==> src/rtl/arbiter_rr_hold.sv <==
`default_nettype none
// ============================================================================
// Module   : arbiter_rr_hold
// Purpose  : Registered round-robin arbiter with grant lock and bounded hold.
//            Optional priority class enabled by ARB_RR_HOLD_PRIO_EN.
// Revision : 1.0 - initial release
// ============================================================================
module arbiter_rr_hold #(
    parameter int REQ_NUM  = 4,
    parameter int MAX_HOLD = 8,
    parameter int IDX_W    = $clog2(REQ_NUM)
) (
    input  logic               clk,
    input  logic               rst,
    input  logic [REQ_NUM-1:0] req_i,
    input  logic [REQ_NUM-1:0] lock_i,
`ifdef ARB_RR_HOLD_PRIO_EN
    input  logic [REQ_NUM-1:0] prio_i,
`endif
    output logic [REQ_NUM-1:0] gnt_o,
    output logic               gnt_vld_o,
    output logic [IDX_W-1:0]   gnt_id_o
);

    localparam int HOLD_W = (MAX_HOLD < 2) ? 1 : $clog2(MAX_HOLD + 1);
    localparam logic [HOLD_W-1:0] HOLD_LAST = HOLD_W'((MAX_HOLD == 0) ? 0 : MAX_HOLD - 1);

    typedef enum logic [0:0] {
        S_IDLE = 1'b0,
        S_OWN  = 1'b1
    } state_t;

    state_t             state_q;
    logic [REQ_NUM-1:0] gnt_q;
    logic               gnt_vld_q;
    logic [IDX_W-1:0]   gnt_id_q;
    logic [REQ_NUM-1:0] base_q;
    logic [HOLD_W-1:0]  hold_q;
    logic [HOLD_W-1:0]  hold_d;

    logic [REQ_NUM-1:0] w_cand;
    logic [REQ_NUM-1:0] w_rot;
    logic [REQ_NUM-1:0] w_pick_base;
    logic [REQ_NUM-1:0] w_pick_rot;
    logic               w_keep;

    // First set bit of r at or after the one-hot position b, wrapping around.
    function automatic logic [REQ_NUM-1:0] pick(input logic [REQ_NUM-1:0] r,
                                                input logic [REQ_NUM-1:0] b);
        logic [2*REQ_NUM-1:0] d;
        logic [2*REQ_NUM-1:0] x;
        d = {r, r};
        x = ~(d - {{REQ_NUM{1'b0}}, b}) & d;
        return x[2*REQ_NUM-1:REQ_NUM] | x[REQ_NUM-1:0];
    endfunction

    function automatic logic [IDX_W-1:0] encode(input logic [REQ_NUM-1:0] v);
        logic [IDX_W-1:0] idx;
        idx = '0;
        for (int i = 0; i < REQ_NUM; i++) begin
            if (v[i]) idx = idx | IDX_W'(i);
        end
        return idx;
    endfunction

`ifdef ARB_RR_HOLD_PRIO_EN
    assign w_cand = (|(req_i & prio_i)) ? (req_i & prio_i) : req_i;
`else
    assign w_cand = req_i;
`endif

    assign w_rot       = {gnt_q[REQ_NUM-2:0], gnt_q[REQ_NUM-1]};
    assign w_pick_base = pick(w_cand, base_q);
    assign w_pick_rot  = pick(w_cand, w_rot);
    assign w_keep      = (|(gnt_q & req_i & lock_i)) &&
                         ((MAX_HOLD == 0) || (hold_q < HOLD_LAST));
    // Saturates so an unlimited hold never wraps the counter.
    assign hold_d      = (hold_q == {HOLD_W{1'b1}}) ? hold_q : hold_q + 1'b1;

    always_ff @(posedge clk or posedge rst) begin
        if (rst) begin
            state_q   <= S_IDLE;
            gnt_q     <= '0;
            gnt_vld_q <= 1'b0;
            gnt_id_q  <= '0;
            base_q    <= {{(REQ_NUM-1){1'b0}}, 1'b1};
            hold_q    <= '0;
        end else begin
            case (state_q)
                S_IDLE: begin
                    if (|req_i) begin
                        state_q   <= S_OWN;
                        gnt_q     <= w_pick_base;
                        gnt_vld_q <= 1'b1;
                        gnt_id_q  <= encode(w_pick_base);
                        hold_q    <= '0;
                    end
                end
                S_OWN: begin
                    if (w_keep) begin
                        hold_q <= hold_d;
                    end else begin
                        // Release and re-arbitrate on the same edge: no idle bubble.
                        base_q    <= w_rot;
                        gnt_q     <= w_pick_rot;
                        gnt_vld_q <= |w_pick_rot;
                        gnt_id_q  <= encode(w_pick_rot);
                        hold_q    <= '0;
                        state_q   <= (|w_pick_rot) ? S_OWN : S_IDLE;
                    end
                end
                default: begin
                    state_q   <= S_IDLE;
                    gnt_q     <= '0;
                    gnt_vld_q <= 1'b0;
                    gnt_id_q  <= '0;
                end
            endcase
        end
    end

    assign gnt_o     = gnt_q;
    assign gnt_vld_o = gnt_vld_q;
    assign gnt_id_o  = gnt_id_q;

endmodule
`default_nettype wire
==> config.mk <==
export PLATFORM = sky130hd
export DESIGN_NAME = arbiter_rr_hold
export DESIGN_NICKNAME = d
export VERILOG_FILES = /design/src/rtl/arbiter_rr_hold.sv
export SDC_FILE = /design/constraint.sdc
export NUM_CORES = 1
export LEC_CHECK = 0
export ABC_AREA = 1
export CELL_PAD_IN_SITES_DETAIL_PLACEMENT = 1
export CELL_PAD_IN_SITES_GLOBAL_PLACEMENT = 2
export CORE_MARGIN = 3
export CORE_UTILIZATION = 34
export CTS_BUF_LIST = sky130_fd_sc_hd__clkbuf_8
export DETAILED_ROUTE_END_ITERATION = 10
export PLACE_DENSITY = 0.93
export SYNTH_ARGS = -nofsm -noshare
export SYNTH_HDL_FRONTEND = slang
export SYNTH_SLANG_ARGS = --single-unit
==> constraint.sdc <==
create_clock -name clk -period 2.85 [get_ports clk]
set_input_delay 0.855 -clock clk [delete_from_list [all_inputs] [get_ports clk]]
set_output_delay 0.855 -clock clk [all_outputs]
set_load 0.01 [all_outputs]
==> results of run 1 <==
layer usage:
metal / wire [um] / share of wire
met1: 1470 / 0.42
met2: 1860 / 0.54
met3: 91 / 0.026
met4: 45 / 0.013
met5: 0 / 0
critical path, cell delays in order:
cell,delay (ps)
clkdlybuf4s50_1,580
ha_1,450
a21oi_1,230
nand3_1,130
a21boi_1,190
nor2_1,100
a21oi_1,150
synth_stat cells:
cell type	instances	area (um2)
nand2_2	4	25.0
dfrtp_1	15	375
mux2i_1	1	10.0
nand3_1	25	125
a21oi_2	2	17.5
ha_1	7	87.6
nor2_2	2	12.5
nand4_1	2	12.5
inv_2	3	11.3
xor2_1	1	8.76
o21ai_0	4	20.0
nand2_1	44	165
inv_4	1	6.26
a21boi_1	1	7.51
xnor2_1	1	8.76
o21ai_1	8	40.0
fa_1	2	40.0
buf_6	1	11.3
buf_2	1	5.00
inv_1	18	67.6
nor2_1	11	41.3
a21oi_1	6	30.0
nand2_4	4	45.0
dfstp_2	1	26.3
nand3_2	1	10.0
or2_1	1	6.26
metrics by stage:
stage / instance area (um2) / hold slack, ps / cells
finish: 1500 / 497 / 234
global placement: 1440 / 473 / 230
global route: 1500 / 535 / 234
detailed placement: 1440 / 487 / 230
floorplan: 1220 / 454 / 167
CTS: 1500 / 502 / 234
final timing paths:
check,end,depth (start not counted),start,slack (ps)
worst max-delay path,state_q$_DFF_PP0_,7,req_i[3],340
max in group asynchronous,gnt_o[3]$_DFFE_PP0P_,2,rst,1440
worst min register to register,base_q[1]$_DFFE_PP0P_,2,base_q[1]$_DFFE_PP0P_,500
min in group asynchronous,hold_q[3]$_DFFE_PP0P_,2,rst,1000
worst max register to register,state_q$_DFF_PP0_,6,gnt_o[0]$_DFFE_PP0P_,1060
worst min-delay path,base_q[1]$_DFFE_PP0P_,2,base_q[1]$_DFFE_PP0P_,500
layout by cell type (no fill, tap or decap), types with 3 or more instances in the layout:
cell type,netlist,final
inv_1,18,18
nand3_1,25,25
o21ai_0,4,4
clkdlybuf4s50_1,0,16
nand2_4,4,4
a21oi_1,6,6
nand2_1,44,44
nor2_1,11,11
clkbuf_8,0,4
o21ai_1,8,8
dfrtp_1,15,15
inv_2,3,3
nand2_2,4,4
ha_1,7,7
buf_4,0,3
registers in the layout, indices dropped and copies added (netlist names):
| name | count |
|---|---|
| gnt_vld_o | 1 |
| state_q | 1 |
| base_q | 4 |
| gnt_o | 4 |
| gnt_id_o | 2 |
| hold_q | 4 |
cell families (layout without fill, tap and decap cells):
group	count (synthesis)	count (layout)	share of synthesized area
XOR/XNOR	2	2	0.0144
flip-flops	16	16	0.330
AO/OA/AOI/OAI	21	21	0.0947
multiplexers	1	1	0.00823
buffers and inverters	24	45	0.0833
AND/OR/NAND/NOR	94	94	0.364
adder cells (fa/ha/maj)	9	9	0.105
layout make-up:
class	instances	area [um2]	area share
multi-input combinational	127	713	0.477
clock buffer	4	55.1	0.0368
inverter	22	85.1	0.0569
tap	46	57.6	0.0385
sequential	16	402	0.269
timing repair buffer	19	183	0.122
where the power goes:
part           switching (mW)  internal [mW]  total (mW)
combinational           0.463          0.312       0.775
sequential             0.0793          0.311       0.390
clock                  0.0779          0.122       0.200
total                   0.620          0.745        1.36
==> flow_summary.ini, run 1 <==
[power]
powerDensity_nw_per_um2 = 913
p_leak_nw = 0.723
ir_worst_vdd_mv = 0.449
power_mw = 1.36

[worst_setup_path]
worstSetupPathType = in -> reg
cp-start-kind = input pin
required_ps = 3020
crit_arrival_ps = 2680
end_kind = register
crit_fanout = 7

[drt]
viasPerCell = 4.96
routedWlPerCell_um = 14.8
dr.pass1.iters = 4
drtIter0Drc = 47
vias = 1160
drc = 0
antenna_left = 0
wirelength_mm = 3.47

[logic_synthesis]
ys_ff_latch = 16
synthCells = 167
yosys_warnings = 0
yosysUniqueCellTypes = 26
synth_area_per_cell_um2 = 7.28
seq_area_frac_synth = 0.330
synth_fp_nets = 186
syn_area_um2 = 1220

[placement]
hpwl_mm = 2.91
dp_slack_ps = 67.7
io_buffers = 16
place_congestion = 0.800

[sta]
finalSetupViolations = 0
max_freq_ghz = 0.398
final.min_clock_period_ps = 2510
finClkSkew_ps = 1.51
setup_ws_ps = 338
rsz0062_at_grt = false
fin_setup_tns_ps = 0
fin_crit_sh = 0.881
slew_headroom = 0.564
finalMaxSlewViolations = 0
tightest_slew_ps = 654
hold_viol_final = 0

[die]
io_pins = 17
core_um2 = 3390
die_area_um2 = 4330
die_h_um = 65.8
row_count = 21
start_util = 0.359
die_x_um = 65.8

[layout]
final_nets = 208
antenna_cells = 0
drive_gt1_frac = 0.133
fin_util = 0.441
area_delta_synth_final_pct = 22.9
fillCellCount = 449

[clock_network]
htreeDepth = 1
numCtsBuffers = 3
max-clock-path-buffers = 2
cts_sinks = 16
root_buffer = clkbuf_8
cts.clk_slew.worst_paths_ps = 60
hold_buffers = 0
post_cts_buffers = 0
cts_resized = 0
cts_tree = built
insertion_delay_ps = 250

[grt]
grt_start_max_net_pins = 17
grt_util_met3 = 0.0391
grt_pass1_wl_mm = 6.04
met2_usage = 0.327
gr-usage-all-layers = 0.184
antenna_found_initial = 0
use_met1 = 0.222
grt_overflow = 0
grt_pass1_vias = 1284
top_usage_layer = met2

[hold_path]
hold_class = reg -> reg

[run]
maxCapViolCount = 0

[status]
status = finished, final reports clean
No activity file was read; power rests on OpenSTA's default activity.
==> inputs of run 2 (changes only) <==
--- a/config.mk
+++ b/config.mk
@@ -10,9 +10,10 @@
 export CELL_PAD_IN_SITES_GLOBAL_PLACEMENT = 2
 export CORE_MARGIN = 3
 export CORE_UTILIZATION = 34
-export CTS_BUF_LIST = sky130_fd_sc_hd__clkbuf_8
+export CTS_BUF_LIST = sky130_fd_sc_hd__clkbuf_2
 export DETAILED_ROUTE_END_ITERATION = 10
 export PLACE_DENSITY = 0.93
+export SLEW_MARGIN = 10
 export SYNTH_ARGS = -nofsm -noshare
 export SYNTH_HDL_FRONTEND = slang
 export SYNTH_SLANG_ARGS = --single-unit
==> run 2 against run 1 <==
  * Worst setup slack better by 53 ps
  * Flip-flop and latch count is the same
  * Global-route usage down 0.39 points
  * Largest power group unchanged
  * Clock skew is essentially flat
  * Total power is 7.1% lower
  * Sequential share of layout area is 0.67 points higher
  * Largest cell class unchanged
  * Critical endpoint unchanged
  * Non-clock buffer count did not move
  * Wire length decreased by 1.2%
==> flow_summary.ini, run 2 (same netlist as run 1, synthesis figures left out) <==
[grt]
antenna_found_initial = 0
met2_usage = 0.322
grt_start_max_net_pins = 17
use_met1 = 0.223
top_usage_layer = met2
grt_overflow = 0
grt_pass1_vias = 1284
grt_util_met3 = 0.0357
grt_pass1_wl_mm = 5.95
gr-usage-all-layers = 0.180

[drt]
antenna_left = 0
wirelength_mm = 3.43
routedWlPerCell_um = 14.6
drtIter0Drc = 75
viasPerCell = 4.96
dr.pass1.iters = 4
vias = 1161
drc = 0

[clock_network]
post_cts_buffers = 0
numCtsBuffers = 3
htreeDepth = 1
cts_sinks = 16
cts_resized = 0
cts_tree = built
root_buffer = clkbuf_2
cts.clk_slew.worst_paths_ps = 160
max-clock-path-buffers = 2
hold_buffers = 0
insertion_delay_ps = 300

[worst_setup_path]
end_kind = register
crit_top_cell = a21oi_1
slowest_delay_ps = 580
required_ps = 3090
slowest_stage = clkdlybuf4s50_1
crit_arrival_ps = 2700
crit_fanout = 7
worstSetupPathType = in -> reg
path_cells = clkdlybuf4s50_1 > ha_1 > a21oi_1 > nand3_1 > a21boi_1 > nor2_1 > a21oi_1
cp-start-kind = input pin

[sta]
hold_slack_ps = 517
finalMaxSlewViolations = 0
finClkSkew_ps = 1.35
max_freq_ghz = 0.407
hold_viol_final = 0
finalSetupViolations = 0
final.min_clock_period_ps = 2460
fin_setup_tns_ps = 0
tightest_slew_ps = 635
rsz0062_at_grt = false
fin_crit_sh = 0.863
slew_headroom = 0.576
setup_ws_ps = 391

[die]
die_x_um = 65.8
io_pins = 17
start_util = 0.359
core_um2 = 3390
die_area_um2 = 4330
row_count = 21
die_h_um = 65.8

[layout]
finalInstanceArea_um2 = 1460
fin_cells = 234
layout_commonest_cell = nand2_1
area_delta_synth_final_pct = 20.0
drive_gt1_frac = 0.128
antenna_cells = 0
final_cell_mix = nand2_1 (44), nand3_1 (25), inv_1 (18), clkdlybuf4s50_1 (16), dfrtp_1 (15)
final_nets = 208

[placement]
placed_area_um2 = 1440
dp_slack_ps = 67.7
place_inst = 230
hpwl_mm = 2.91
place_congestion = 0.800
io_buffers = 16

[status]
status = finished, final reports clean

[power]
p_leak_nw = 0.708
ir_worst_vdd_mv = 0.377
powerDensity_nw_per_um2 = 869

[hold_path]
hold_class = reg -> reg

[run]
maxCapViolCount = 0
==> run 2: path summary, 6_finish.rpt <==
| check | from | end | slack [ps] | cells past startpoint |
|---|---|---|---|---|
| worst max-delay path | req_i[3] | state_q$_DFF_PP0_ | 390 | 7 |
| worst min-delay path | base_q[2]$_DFFE_PP0P_ | base_q[2]$_DFFE_PP0P_ | 520 | 2 |
| worst max register to register | gnt_o[0]$_DFFE_PP0P_ | state_q$_DFF_PP0_ | 1050 | 6 |
| worst min register to register | base_q[2]$_DFFE_PP0P_ | base_q[2]$_DFFE_PP0P_ | 520 | 2 |
| max in group asynchronous | rst | gnt_o[3]$_DFFE_PP0P_ | 1540 | 2 |
| min in group asynchronous | rst | hold_q[3]$_DFFE_PP0P_ | 910 | 2 |
==> run 2: power by group <==
| part | total (mW) | internal, mW | switching (mW) | leakage [nW] |
|---|---|---|---|---|
| sequential | 0.389 | 0.309 | 0.0794 | 0.200 |
| combinational | 0.773 | 0.312 | 0.461 | 0.494 |
| clock | 0.107 | 0.0305 | 0.0765 | 0.0140 |
==> run 2: critical path: cells and delay by family <==
| kind | cells | cell delay, ps |
|---|---|---|
| buf+inv | 1 | 580 |
| compound gates | 3 | 570 |
| fa+ha+maj | 1 | 460 |
| simple gates | 2 | 230 |
==> run 2: metrics by stage <==
stage	utilization	total power, mW
after floorplan	-	0.905
after global placement	0.425	1.14
after detailed placement	0.425	1.17
after CTS	0.430	1.28
after global routing	0.430	1.39
final	0.430	1.27
==> run 2: final cells by class <==
cell class,count,area (um2)
Clock buffer,3,15.0
Clock inverter,1,3.75
Fill cell,448,1930
Inverter,22,85.1
Multi-Input combinational cell,127,713
Sequential cell,16,402
Tap cell,46,57.6
Timing Repair Buffer,19,183
==> run 2: metal layers <==
layer  wire [um]  vias up
li1            -      586
met1        1490      563
met2        1820       10
met3          77        2
met4          29        0
met5           0        -
==> inputs of run 3 (changes only) <==
--- a/config.mk
+++ b/config.mk
@@ -9,10 +9,10 @@
 export CELL_PAD_IN_SITES_DETAIL_PLACEMENT = 1
 export CELL_PAD_IN_SITES_GLOBAL_PLACEMENT = 2
 export CORE_MARGIN = 3
-export CORE_UTILIZATION = 34
+export CORE_UTILIZATION = 32
 export CTS_BUF_LIST = sky130_fd_sc_hd__clkbuf_2
 export DETAILED_ROUTE_END_ITERATION = 10
-export PLACE_DENSITY = 0.93
+export PLACE_DENSITY = 0.89
 export SLEW_MARGIN = 10
 export SYNTH_ARGS = -nofsm -noshare
 export SYNTH_HDL_FRONTEND = slang
==> constraint.sdc (replaced) <==
create_clock -name clk -period 2.3 [get_ports clk]
set_input_delay 0.69 -clock clk [delete_from_list [all_inputs] [get_ports clk]]
set_output_delay 0.69 -clock clk [all_outputs]
set_load 0.01 [all_outputs]
==> run 3 against run 2 <==
  * Flip-flop and latch count unchanged
  * Worst setup slack got worse by 260 ps
  * Sequential power increased by 24%
  * Critical path depth increased by 3
  * Hold slack got worse by 3.8 ps
  * Combinational power increased by 33%
  * Core utilization increased by 1.1 points
  * Cell count increased by 4.3%
  * Via count increased by 4.1%
  * Sequential share of layout area decreased by 1.5 points
  * Critical endpoint is now gnt_id_o[1]$_DFFE_PP0P_
==> flow_summary.ini, run 3 (same netlist as run 1, synthesis figures left out) <==
[grt]
grt_pass1_vias = 1222
grt_pass1_wl_mm = 5.87
grt_start_max_net_pins = 17
antenna_found_initial = 0
gr-usage-all-layers = 0.174
grt_overflow = 0

[sta]
hold_viol_final = 0
fin_setup_tns_ps = 0
fin_crit_sh = 0.944
finClkSkew_ps = 25.1
tightest_slew_ps = 610
rsz0062_at_grt = false
max_freq_ghz = 0.460
slew_headroom = 0.593
finalMaxSlewViolations = 0
finalSetupViolations = 0
setup_ws_ps = 128
final.min_clock_period_ps = 2170

[worst_setup_path]
crit_fanout = 4
end_kind = register
crit_top_cell = nand2_1
path_cells = clkdlybuf4s50_1 > ha_1 > a21oi_4 > nand2_2 > nand2_2 > nand3_1 > nand2_1 > nand2_1 > nand2_1 > nand3_1
cp-start-kind = input pin
slowest_stage = clkdlybuf4s50_1
path_buf_inv = 1
crit_arrival_ps = 2350
required_ps = 2480
path_delay_family = simple AND/OR/NAND/NOR gates
slowest_delay_ps = 470
worstSetupPathType = in -> reg

[power]
switching_share = 0.472
p_seq_frac = 0.292
power_mw = 1.64
ir_worst_vdd_mv = 0.410
power.share.clock = 0.079
intPower_mw = 0.868
p_switching_mw = 0.777
p_leak_nw = 0.766
combPwrFrac = 0.629
powerDensity_nw_per_um2 = 1070

[clock_network]
max-clock-path-buffers = 2
root_buffer = clkbuf_2
cts.clk_slew.worst_paths_ps = 130
post_cts_buffers = 0
insertion_delay_ps = 310
hold_buffers = 0
htreeDepth = 1
cts_sinks = 16
cts_tree = built
numCtsBuffers = 3
cts_resized = 0

[hold_path]
hold_class = reg -> reg

[placement]
dp_slack_ps = -232
place_congestion = 0.836
hpwl_mm = 2.92
io_buffers = 16
place_inst = 240

[layout]
layout_commonest_cell = nand2_1
area_delta_synth_final_pct = 27.0
final_nets = 218
fin_util = 0.442
final_cell_mix = nand2_1 (44), nand3_1 (25), inv_1 (18), dfrtp_1 (15), clkdlybuf4s50_1 (15)
fin_cells = 244
antenna_cells = 0
drive_gt1_frac = 0.172

[die]
die_x_um = 67.7
row_count = 21
die_h_um = 67.7
start_util = 0.348
io_pins = 17
core_um2 = 3490
die_area_um2 = 4580

[drt]
routedWlPerCell_um = 14.2
drc = 0
antenna_left = 0
viasPerCell = 4.95
vias = 1209
drtIter0Drc = 27
wirelength_mm = 3.48
dr.pass1.iters = 4

[run]
maxCapViolCount = 0

[status]
status = finished, final reports clean
[run 3: cell types whose count changed in the layout (fill, tap and decap cells not counted)]
cell / before / now
a21oi_2: 2 / 1
a21oi_4: 0 / 1
buf_4: 3 / 13
clkdlybuf4s50_1: 16 / 15
dlymetal6s2s_1: 0 / 1
[run 3: layout make-up]
class	count	area, um2
Clock inverter	1	3.75
Multi-Input combinational cell	127	721
Fill cell	445	1950
Inverter	22	85.1
Timing Repair Buffer	29	260
Clock buffer	3	15.0
Sequential cell	16	402
Tap cell	46	57.6
[run 3: stage by stage]
| stage | area [um2] | hold WS [ps] |
|---|---|---|
| floorplan | 1220 | 454 |
| CTS | 1530 | 513 |
| detailed placement | 1520 | 496 |
| global placement | 1520 | 469 |
| finish | 1540 | 513 |
| global route | 1540 | 528 |
[run 3: final timing paths]
| kind | start | endpoint | slack, ps | depth (start not counted) |
|---|---|---|---|---|
| worst max register to register | gnt_o[1]$_DFFE_PP0P_ | gnt_id_o[1]$_DFFE_PP0P_ | 540 | 10 |
| worst min-delay path | base_q[0]$_DFFE_PP1P_ | base_q[0]$_DFFE_PP1P_ | 510 | 2 |
| max in group asynchronous | rst | base_q[1]$_DFFE_PP0P_ | 1160 | 2 |
| worst min register to register | base_q[0]$_DFFE_PP1P_ | base_q[0]$_DFFE_PP1P_ | 510 | 2 |
| worst max-delay path | req_i[2] | gnt_id_o[1]$_DFFE_PP0P_ | 130 | 10 |
| min in group asynchronous | rst | gnt_id_o[0]$_DFFE_PP0P_ | 720 | 2 |
[run 3: worst register-to-register path, delay by kind of cell, from the launching register on]
| family | cells | cell delay (ps) |
|---|---|---|
| AND/OR/NAND/NOR | 7 | 570 |
| flip-flops | 1 | 410 |
| adder cells (fa/ha/maj) | 1 | 310 |
| AO/OA/AOI/OAI | 1 | 210 |
| buffers and inverters | 1 | 130 |
[run 3: power groups by stage]
stage | logic (mW) | registers (mW) | clock network, mW
2_1_floorplan | 0.645 | 0.476 | 0
3_3_place_gp | 0.991 | 0.478 | 0
3_5_place_dp | 1.03 | 0.487 | 0
4_1_cts | 1.03 | 0.482 | 0.136
5_1_grt | 1.17 | 0.494 | 0.152
6_report | 1.03 | 0.481 | 0.130
[run 3: metal layers]
layer,global-route usage,vias to the layer above,part of all wire
met2,0.295,27,0.48
met5,0,-,0
li1,-,605,-
met3,0.0166,5,0.045
met4,0.0709,0,0.020
met1,0.224,572,0.45
